<file path="src/rtl/mips_pkg.sv">
// Opcode/funct encodings and the W-stage write record, shared by the D-stage
// decoder, the hazard unit and the writeback stage.
package mips_pkg;

    localparam logic [5:0] OP_RTYPE = 6'b000000;
    localparam logic [5:0] OP_JAL   = 6'b000011;
    localparam logic [5:0] OP_ADDI  = 6'b001000;
    localparam logic [5:0] OP_ADDIU = 6'b001001;
    localparam logic [5:0] OP_SLTI  = 6'b001010;
    localparam logic [5:0] OP_SLTIU = 6'b001011;
    localparam logic [5:0] OP_ANDI  = 6'b001100;
    localparam logic [5:0] OP_ORI   = 6'b001101;
    localparam logic [5:0] OP_XORI  = 6'b001110;
    localparam logic [5:0] OP_LUI   = 6'b001111;
    localparam logic [5:0] OP_LB    = 6'b100000;
    localparam logic [5:0] OP_LH    = 6'b100001;
    localparam logic [5:0] OP_LW    = 6'b100011;
    localparam logic [5:0] OP_LBU   = 6'b100100;
    localparam logic [5:0] OP_LHU   = 6'b100101;

    localparam logic [5:0] FN_JR    = 6'b001000;
    localparam logic [5:0] FN_JALR  = 6'b001001;
    localparam logic [5:0] FN_MTHI  = 6'b010001;
    localparam logic [5:0] FN_MTLO  = 6'b010011;
    localparam logic [5:0] FN_MULT  = 6'b011000;
    localparam logic [5:0] FN_MULTU = 6'b011001;
    localparam logic [5:0] FN_DIV   = 6'b011010;
    localparam logic [5:0] FN_DIVU  = 6'b011011;

    localparam logic [4:0] REG_RA   = 5'd31;

    typedef struct packed {
        logic        we;
        logic [4:0]  addr;
        logic [31:0] data;
    } wb_wr_t;

    function automatic logic is_load(input logic [5:0] op);
        return (op == OP_LB) || (op == OP_LH) || (op == OP_LW) ||
               (op == OP_LBU) || (op == OP_LHU);
    endfunction

endpackage

</file>
<file path="src/rtl/w_writeback_grf_if.sv">
// MEM/WB pipeline-register outputs as seen by the writeback stage.
interface w_writeback_grf_if;
    logic [31:0] IR_W;
    logic [31:0] pc_W;
    logic [31:0] pc4_W;
    logic [31:0] ALUout_W;
    logic [31:0] DMout_W;

    modport master (output IR_W, pc_W, pc4_W, ALUout_W, DMout_W);
    modport slave  (input  IR_W, pc_W, pc4_W, ALUout_W, DMout_W);
endinterface

</file>
<file path="src/rtl/w_load_ext.sv">
// Little-endian byte/halfword selection and sign/zero extension of a loaded word.
module w_load_ext
    import mips_pkg::*;
(
    input  logic [5:0]  op,
    input  logic [1:0]  addr,
    input  logic [31:0] dm,
    output logic [31:0] ld
);

    logic [7:0]  byte_s;
    logic [15:0] half_s;

    // Byte and halfword lane select; addr[0] is ignored for halfwords.
    always_comb begin
        case (addr)
            2'd0:    byte_s = dm[7:0];
            2'd1:    byte_s = dm[15:8];
            2'd2:    byte_s = dm[23:16];
            2'd3:    byte_s = dm[31:24];
            default: byte_s = 8'h00;
        endcase
        if (addr[1]) begin
            half_s = dm[31:16];
        end else begin
            half_s = dm[15:0];
        end
    end

    // Extension according to the load flavour.
    always_comb begin
        case (op)
            OP_LB:   ld = {{24{byte_s[7]}}, byte_s};
            OP_LBU:  ld = {24'h000000, byte_s};
            OP_LH:   ld = {{16{half_s[15]}}, half_s};
            OP_LHU:  ld = {16'h0000, half_s};
            OP_LW:   ld = dm;
            default: ld = dm;
        endcase
    end

endmodule

</file>
<file path="src/rtl/w_writeback_grf.sv">
// Writeback stage: decodes IR_W into a GPR write, owns the 32x32 register file
// with write-through read ports, and counts retired instructions.
module w_writeback_grf
    import mips_pkg::*;
#(
    parameter int NREG   = 32,
    parameter int CNT_W  = 32,
    parameter int BYPASS = 1
)(
    input  logic               clk,
    input  logic               reset,
    w_writeback_grf_if.slave   mw,
    input  logic [4:0]         ra1,
    input  logic [4:0]         ra2,
    output logic [31:0]        rd1,
    output logic [31:0]        rd2,
    output logic               w_we,
    output logic [4:0]         w_addr,
    output logic [31:0]        w_data,
    output logic [CNT_W-1:0]   retire_cnt
);

    logic [5:0]  op_s;
    logic [5:0]  funct_s;
    logic [4:0]  rt_s;
    logic [4:0]  rd_s;
    logic [31:0] ld_s;
    logic        bubble_s;
    wb_wr_t      dec_s;
    wb_wr_t      wr_s;
    logic        unused_bits;

    logic [31:0]      grf_r [0:NREG-1];
    logic [CNT_W-1:0] cnt_r;

    assign op_s     = mw.IR_W[31:26];
    assign rt_s     = mw.IR_W[20:16];
    assign rd_s     = mw.IR_W[15:11];
    assign funct_s  = mw.IR_W[5:0];
    assign bubble_s = (mw.IR_W == 32'h0000_0000);

    // rs and shamt are consumed earlier in the pipe; pc_W is trace-only.
    assign unused_bits = ^{mw.pc_W, mw.IR_W[25:21], mw.IR_W[10:6]};

    w_load_ext u_load_ext (
        .op   (op_s),
        .addr (mw.ALUout_W[1:0]),
        .dm   (mw.DMout_W),
        .ld   (ld_s)
    );

    // Raw decode: which register would be written, and with what.
    always_comb begin
        dec_s = '{we: 1'b0, addr: 5'd0, data: 32'h0000_0000};
        case (op_s)
            OP_RTYPE: begin
                case (funct_s)
                    FN_JR, FN_MULT, FN_MULTU, FN_DIV, FN_DIVU, FN_MTHI, FN_MTLO: begin
                        dec_s.we = 1'b0;
                    end
                    FN_JALR: begin
                        dec_s = '{we: 1'b1, addr: rd_s, data: mw.pc4_W + 32'd4};
                    end
                    default: begin
                        dec_s = '{we: 1'b1, addr: rd_s, data: mw.ALUout_W};
                    end
                endcase
            end
            OP_ADDI, OP_ADDIU, OP_SLTI, OP_SLTIU, OP_ANDI, OP_ORI, OP_XORI, OP_LUI: begin
                dec_s = '{we: 1'b1, addr: rt_s, data: mw.ALUout_W};
            end
            OP_JAL: begin
                dec_s = '{we: 1'b1, addr: REG_RA, data: mw.pc4_W + 32'd4};
            end
            OP_LB, OP_LH, OP_LW, OP_LBU, OP_LHU: begin
                dec_s = '{we: 1'b1, addr: rt_s, data: ld_s};
            end
            default: begin
                dec_s.we = 1'b0;
            end
        endcase
    end

    // $0 and bubbles never write; addr/data are zeroed so the hazard unit sees a clean idle.
    always_comb begin
        if (dec_s.we && (dec_s.addr != 5'd0) && !bubble_s) begin
            wr_s = dec_s;
        end else begin
            wr_s = '{we: 1'b0, addr: 5'd0, data: 32'h0000_0000};
        end
    end

    assign w_we   = wr_s.we;
    assign w_addr = wr_s.addr;
    assign w_data = wr_s.data;

    // Register-file write; reset clears every entry and wins over a pending write.
    always_ff @(posedge clk) begin
        if (!reset) begin
            for (int i = 0; i < NREG; i++) begin
                grf_r[i] <= 32'h0000_0000;
            end
        end else if (wr_s.we) begin
            grf_r[wr_s.addr] <= wr_s.data;
        end else begin
            grf_r[0] <= 32'h0000_0000;
        end
    end

    // Retired-instruction counter, wraps naturally at all ones.
    always_ff @(posedge clk) begin
        if (!reset) begin
            cnt_r <= {CNT_W{1'b0}};
        end else if (!bubble_s) begin
            cnt_r <= cnt_r + {{(CNT_W-1){1'b0}}, 1'b1};
        end else begin
            cnt_r <= cnt_r;
        end
    end

    assign retire_cnt = cnt_r;

    // Read ports with optional write-through of the value being written this cycle.
    always_comb begin
        if (ra1 == 5'd0) begin
            rd1 = 32'h0000_0000;
        end else if ((BYPASS != 0) && wr_s.we && (ra1 == wr_s.addr)) begin
            rd1 = wr_s.data;
        end else begin
            rd1 = grf_r[ra1];
        end
        if (ra2 == 5'd0) begin
            rd2 = 32'h0000_0000;
        end else if ((BYPASS != 0) && wr_s.we && (ra2 == wr_s.addr)) begin
            rd2 = wr_s.data;
        end else begin
            rd2 = grf_r[ra2];
        end
    end

endmodule

</file>
<file path="src/flat_wrapper.sv">
// flat-port wrapper written by rule: the top's interface ports become plain ports
module w_writeback_grf_flat import mips_pkg::*;
#(
    parameter int NREG   = 32,
    parameter int CNT_W  = 32,
    parameter int BYPASS = 1
)
  (clk, reset, ra1, ra2, rd1, rd2, w_we, w_addr, w_data, retire_cnt, mw_IR_W, mw_pc_W, mw_pc4_W, mw_ALUout_W, mw_DMout_W);
  w_writeback_grf_if mw_i ();
  input  logic clk;
  input  logic reset;
  input  logic [4:0] ra1;
  input  logic [4:0] ra2;
  output logic [31:0] rd1;
  output logic [31:0] rd2;
  output logic w_we;
  output logic [4:0] w_addr;
  output logic [31:0] w_data;
  output logic [CNT_W-1:0] retire_cnt;
  input wire logic [$bits(mw_i.IR_W)-1:0] mw_IR_W;
  input wire logic [$bits(mw_i.pc_W)-1:0] mw_pc_W;
  input wire logic [$bits(mw_i.pc4_W)-1:0] mw_pc4_W;
  input wire logic [$bits(mw_i.ALUout_W)-1:0] mw_ALUout_W;
  input wire logic [$bits(mw_i.DMout_W)-1:0] mw_DMout_W;
  assign mw_i.IR_W = mw_IR_W;
  assign mw_i.pc_W = mw_pc_W;
  assign mw_i.pc4_W = mw_pc4_W;
  assign mw_i.ALUout_W = mw_ALUout_W;
  assign mw_i.DMout_W = mw_DMout_W;
  w_writeback_grf #(.NREG(NREG), .CNT_W(CNT_W), .BYPASS(BYPASS)) u_core (.clk(clk), .reset(reset), .mw(mw_i), .ra1(ra1), .ra2(ra2), .rd1(rd1), .rd2(rd2), .w_we(w_we), .w_addr(w_addr), .w_data(w_data), .retire_cnt(retire_cnt));
endmodule
</file>
<file path="config.mk">
export PLATFORM = sky130hd
export DESIGN_NAME = w_writeback_grf_flat
export DESIGN_NICKNAME = d
export VERILOG_FILES = /design/src/rtl/mips_pkg.sv /design/src/rtl/w_writeback_grf_if.sv /design/src/rtl/w_load_ext.sv /design/src/rtl/w_writeback_grf.sv /design/src/flat_wrapper.sv
export SDC_FILE = /design/constraint.sdc
export NUM_CORES = 2
export LEC_CHECK = 0
export BUFFER_PORTS_ARGS = -buffer_cell sky130_fd_sc_hd__buf_2
export CORE_MARGIN = 2
export CORE_UTILIZATION = 45
export CTS_CLUSTER_DIAMETER = 30
export CTS_CLUSTER_SIZE = 25
export DETAILED_ROUTE_END_ITERATION = 8
export GPL_TIMING_DRIVEN = 0
export SYNTH_ARGS = -nofsm -noshare
export SYNTH_HDL_FRONTEND = slang
export SYNTH_SLANG_ARGS = --single-unit
</file>
<file path="constraint.sdc">
create_clock -name clk -period 4.8 [get_ports clk]
set_input_delay 0.96 -clock clk [delete_from_list [all_inputs] [get_ports clk]]
set_output_delay 0.96 -clock clk [all_outputs]
set_load 0.01 [all_outputs]
</file>
==> results.toml <==
[worst_setup_path]
crit_slowest_cell = "a221oi_4"
cp-start-kind = "input pin"
cp_top_family = "compound AO/OA/AOI/OAI gates"
slowest_delay_ps = 600
critical_path_class = "input pin to output pin"
cp.arrival_ps = 4000
endpoint_kind = "output pin"
crit_start = "mw_IR_W[1]"
cp_common_cell = "buf_8"
critPathBufInv = 6
worstPathRequired_ps = 3840
timing.rr.start = "u_core.retire_cnt[6]"
path_cells = "buf_8 -> o21ba_4 -> o311a_4 -> a221oi_4 -> buf_6 -> xnor2_4 -> a211oi_4 -> buf_6 -> buf_8 -> buf_8 -> a221oi_1 -> a211oi_4 -> buf_2"
crit_fanout = 6

[timing]
timing.fmax_mhz = 202
finalHoldViolCount = 0
maxSlewHeadroom_pct = 19.6
rsz0062_at_grt = "yes"
period_needed_ps = 4960
timing.final.crit_share_pct = 103
drv_slew = 0
tns_ps = -5690
final.setup_skew_ps = 32.3
worstMarginPinSlew_ps = 1200
fin_ws_ps = -161
setup_viol = 69

[detailed_routing]
drt-initial-drc-count = 5504
viasPerCell = 6.20
wl_per_cell_um = 30.8
dr.pass1.iters = 9
vias = 39000
routed_wirelength_mm = 194
ant_nets = 0
drc = 0

[clock_tree]
clkTransAtPathRegs_ps = 40
h-tree-depth = 4
cts-root-buf = "clkbuf_16"
clk_latency_ps = 840
clock_tree.buffer_depth = 3
cts_num_sinks = 1056
cts-buffers-inserted = 214
cts_tree = "done"
ctsHoldBuffers = 0

[floorplanning]
die-area_mm2 = 0.128
die_h_um = 358
coreArea_mm2 = 0.124
initial_utilization_pct = 45.4
std_cell_rows = 129
die-width_um = 358
num_io_pins = 306

[synth]
synth_area_mm2 = 0.0563
synth-seq-area-share_pct = 55.7
synth-main-ff-cell = "edfxtp_1"
synthArstFlopShare_pct = 0
ys_types = 64
synth_edf_count = 1024
avgSynthCellArea_um2 = 14.5
ys_seq_elements = 1056
yosys_warnings = 0
syn_inst = 3889

[pwr]
clkPwrFrac_pct = 51.4
pwr-share-seq_pct = 36.5
switching_power_uw = 7620
switching_share_pct = 25.6
powerDensity_mw_per_mm2 = 426
p_leak_uw = 0.0231
pwr-share-comb_pct = 12.1
vdd_drop_max_v = 0.000336
intPower_uw = 22200

[final_layout]
seq_area_mm2 = 0.0314
postLayoutCoreUtil_pct = 56.4
n_fill_cell = 9905
synthToLayoutAreaGrowth_pct = 24.1
layout-drive-gt1-share_pct = 38.8
final_nets = 4628
multi_input_comb_area_mm2 = 0.0241

[flow_run]
drv_cap = 0

[status]
status = "finished with violations"
violations = "setup timing"

[global_route]
grt_util_all_layers_pct = 30.2
grt-ovfl-total = 0
grt_pass1_wl_mm = 271
grt_pass1_vias = 38600
grt_max_degree = 33
antenna_found_initial = 16

[min_path]
hold_path_class = "register to register"
hp-start = "u_core.retire_cnt[31]"

[placement]
io_buffers = 267
gp_congestion = 0.951
dp_hpwl_mm = 152
## through the flow
stage          instances  hold slack [ps]  total power (uW)  worst slack, ps  instance area [um2]
2_1_floorplan       3920              508             12900              499                56400
3_3_place_gp        5824              483             14200            -1670                59800
3_5_place_dp        5847              487             14300            -1480                60300
4_1_cts             6275              493             29700            -4.96                69400
5_1_grt             6282              531             30500             -213                69900
6_report            6285              495             29800             -161                69900
## cell type report
| class | count | area share, % |
|---|---|---|
| flip-flops and latches | 1056 | 44.9 |
| multi-input cells | 2379 | 34.5 |
| clock buffers | 229 | 7.74 |
| plain buffers | 431 | 3.61 |
| repair buffers | 331 | 3.09 |
| clock inverters | 175 | 3.03 |
| well taps | 1637 | 2.93 |
| inverters | 41 | 0.224 |
| diodes | 6 | 0.0215 |
## what timing repair did
action / CTS / global route
pin swaps: 42 / 31
gates cloned: 0 / 3
resized for setup: 479 / 121
setup buffers: 31 / 8
setup endpoints to repair: 129 / 108
## power groups by stage
stage,Combinational [uW],Clock (uW),Sequential (uW)
finish,3600,15300,10900
global route,3710,15800,10900
CTS,3450,15400,10900
detailed placement,3240,0,11000
global placement,3160,0,11000
floorplan,1970,0,10900
## synthesized netlist by cell type, drive strengths merged (13+ instances only)
library cell	instances	area, um2
nor2	1039	3900
and2	26	163
a221oi	80	731
clkbuf	251	942
edfxtp	1024	30700
or2	34	213
inv	41	154
xor2	31	272
a222oi	13	130
nand2	117	439
nand4	15	93.8
buf	193	916
dfxtp	32	641
mux4	641	14400
xnor2	34	298
nor2b	80	500
a211oi	67	518
o21ai	13	65.1
nor4	15	100
nor3	20	126
nand3	24	125
## cells by family (layout without fill, tap and decap cells)
| logic type | after synthesis | after routing | synth area share [%] |
|---|---|---|---|
| DFF | 1056 | 1056 | 55.7 |
| muxes | 654 | 654 | 25.9 |
| other | 1 | 38 | 0.00666 |
| buffers and inverters | 485 | 1207 | 3.57 |
| AOI/OAI and AO/OA | 218 | 218 | 3.24 |
| xor gates and xnor gates | 65 | 65 | 1.01 |
| adders and majority gates | 2 | 2 | 0.0444 |
| and+or+nand+nor | 1408 | 1408 | 10.5 |
## final timing paths
kind | slack (ps) | depth (start not counted) | end
worst min register to register | 500 | 2 | u_core.retire_cnt[31]
worst max-delay path | -160 | 13 | rd2[7]
worst min-delay path | 500 | 2 | u_core.retire_cnt[31]
worst max register to register | 2100 | 7 | u_core.retire_cnt[28]
## cells in the final DEF (no fill, tap or decap), drive strengths merged, types with 8 or more instances in the layout
| cell | Yosys | layout |
|---|---|---|
| clkinv | 0 | 92 |
| nand3 | 24 | 24 |
| nor2 | 1039 | 1039 |
| dfxtp | 32 | 32 |
| conb | 1 | 32 |
| a21oi | 9 | 9 |
| bufinv | 0 | 32 |
| and2 | 26 | 26 |
| xor2 | 31 | 31 |
| mux2 | 8 | 8 |
| o21ai | 13 | 13 |
| a222oi | 13 | 13 |
| nor4 | 15 | 15 |
| or2 | 34 | 34 |
| nand2 | 117 | 117 |
| nand4 | 15 | 15 |
| edfxtp | 1024 | 1024 |
| mux4 | 641 | 641 |
| and3 | 9 | 9 |
| inv | 41 | 59 |
| clkinvlp | 0 | 33 |
| a221oi | 80 | 80 |
| xnor2 | 34 | 34 |
| nor3 | 20 | 20 |
| clkbuf | 251 | 489 |
| buf | 193 | 500 |
| a211oi | 67 | 67 |
| nor2b | 80 | 80 |
## worst register-to-register path, stage by stage, from the launching register on
cell and delay, ps:
dfxtp_1 450, and4_1 250, nand4_1 270, or3_1 470
nor4_1 560, nand4_1 200, and2_1 190, o21a_1 170
## state kept, by name, summed over array words and instances, names as in the netlist
name,count
u_core.grf_r,1024
u_core.retire_cnt,32
## routing by layer
layer,track usage [%],routed length (um)
met2,47.0,89500
met3,7.24,23000
met5,0,14
met1,41.6,74200
met4,11.2,6960
Note: power is estimated with default switching activity, not from simulation.
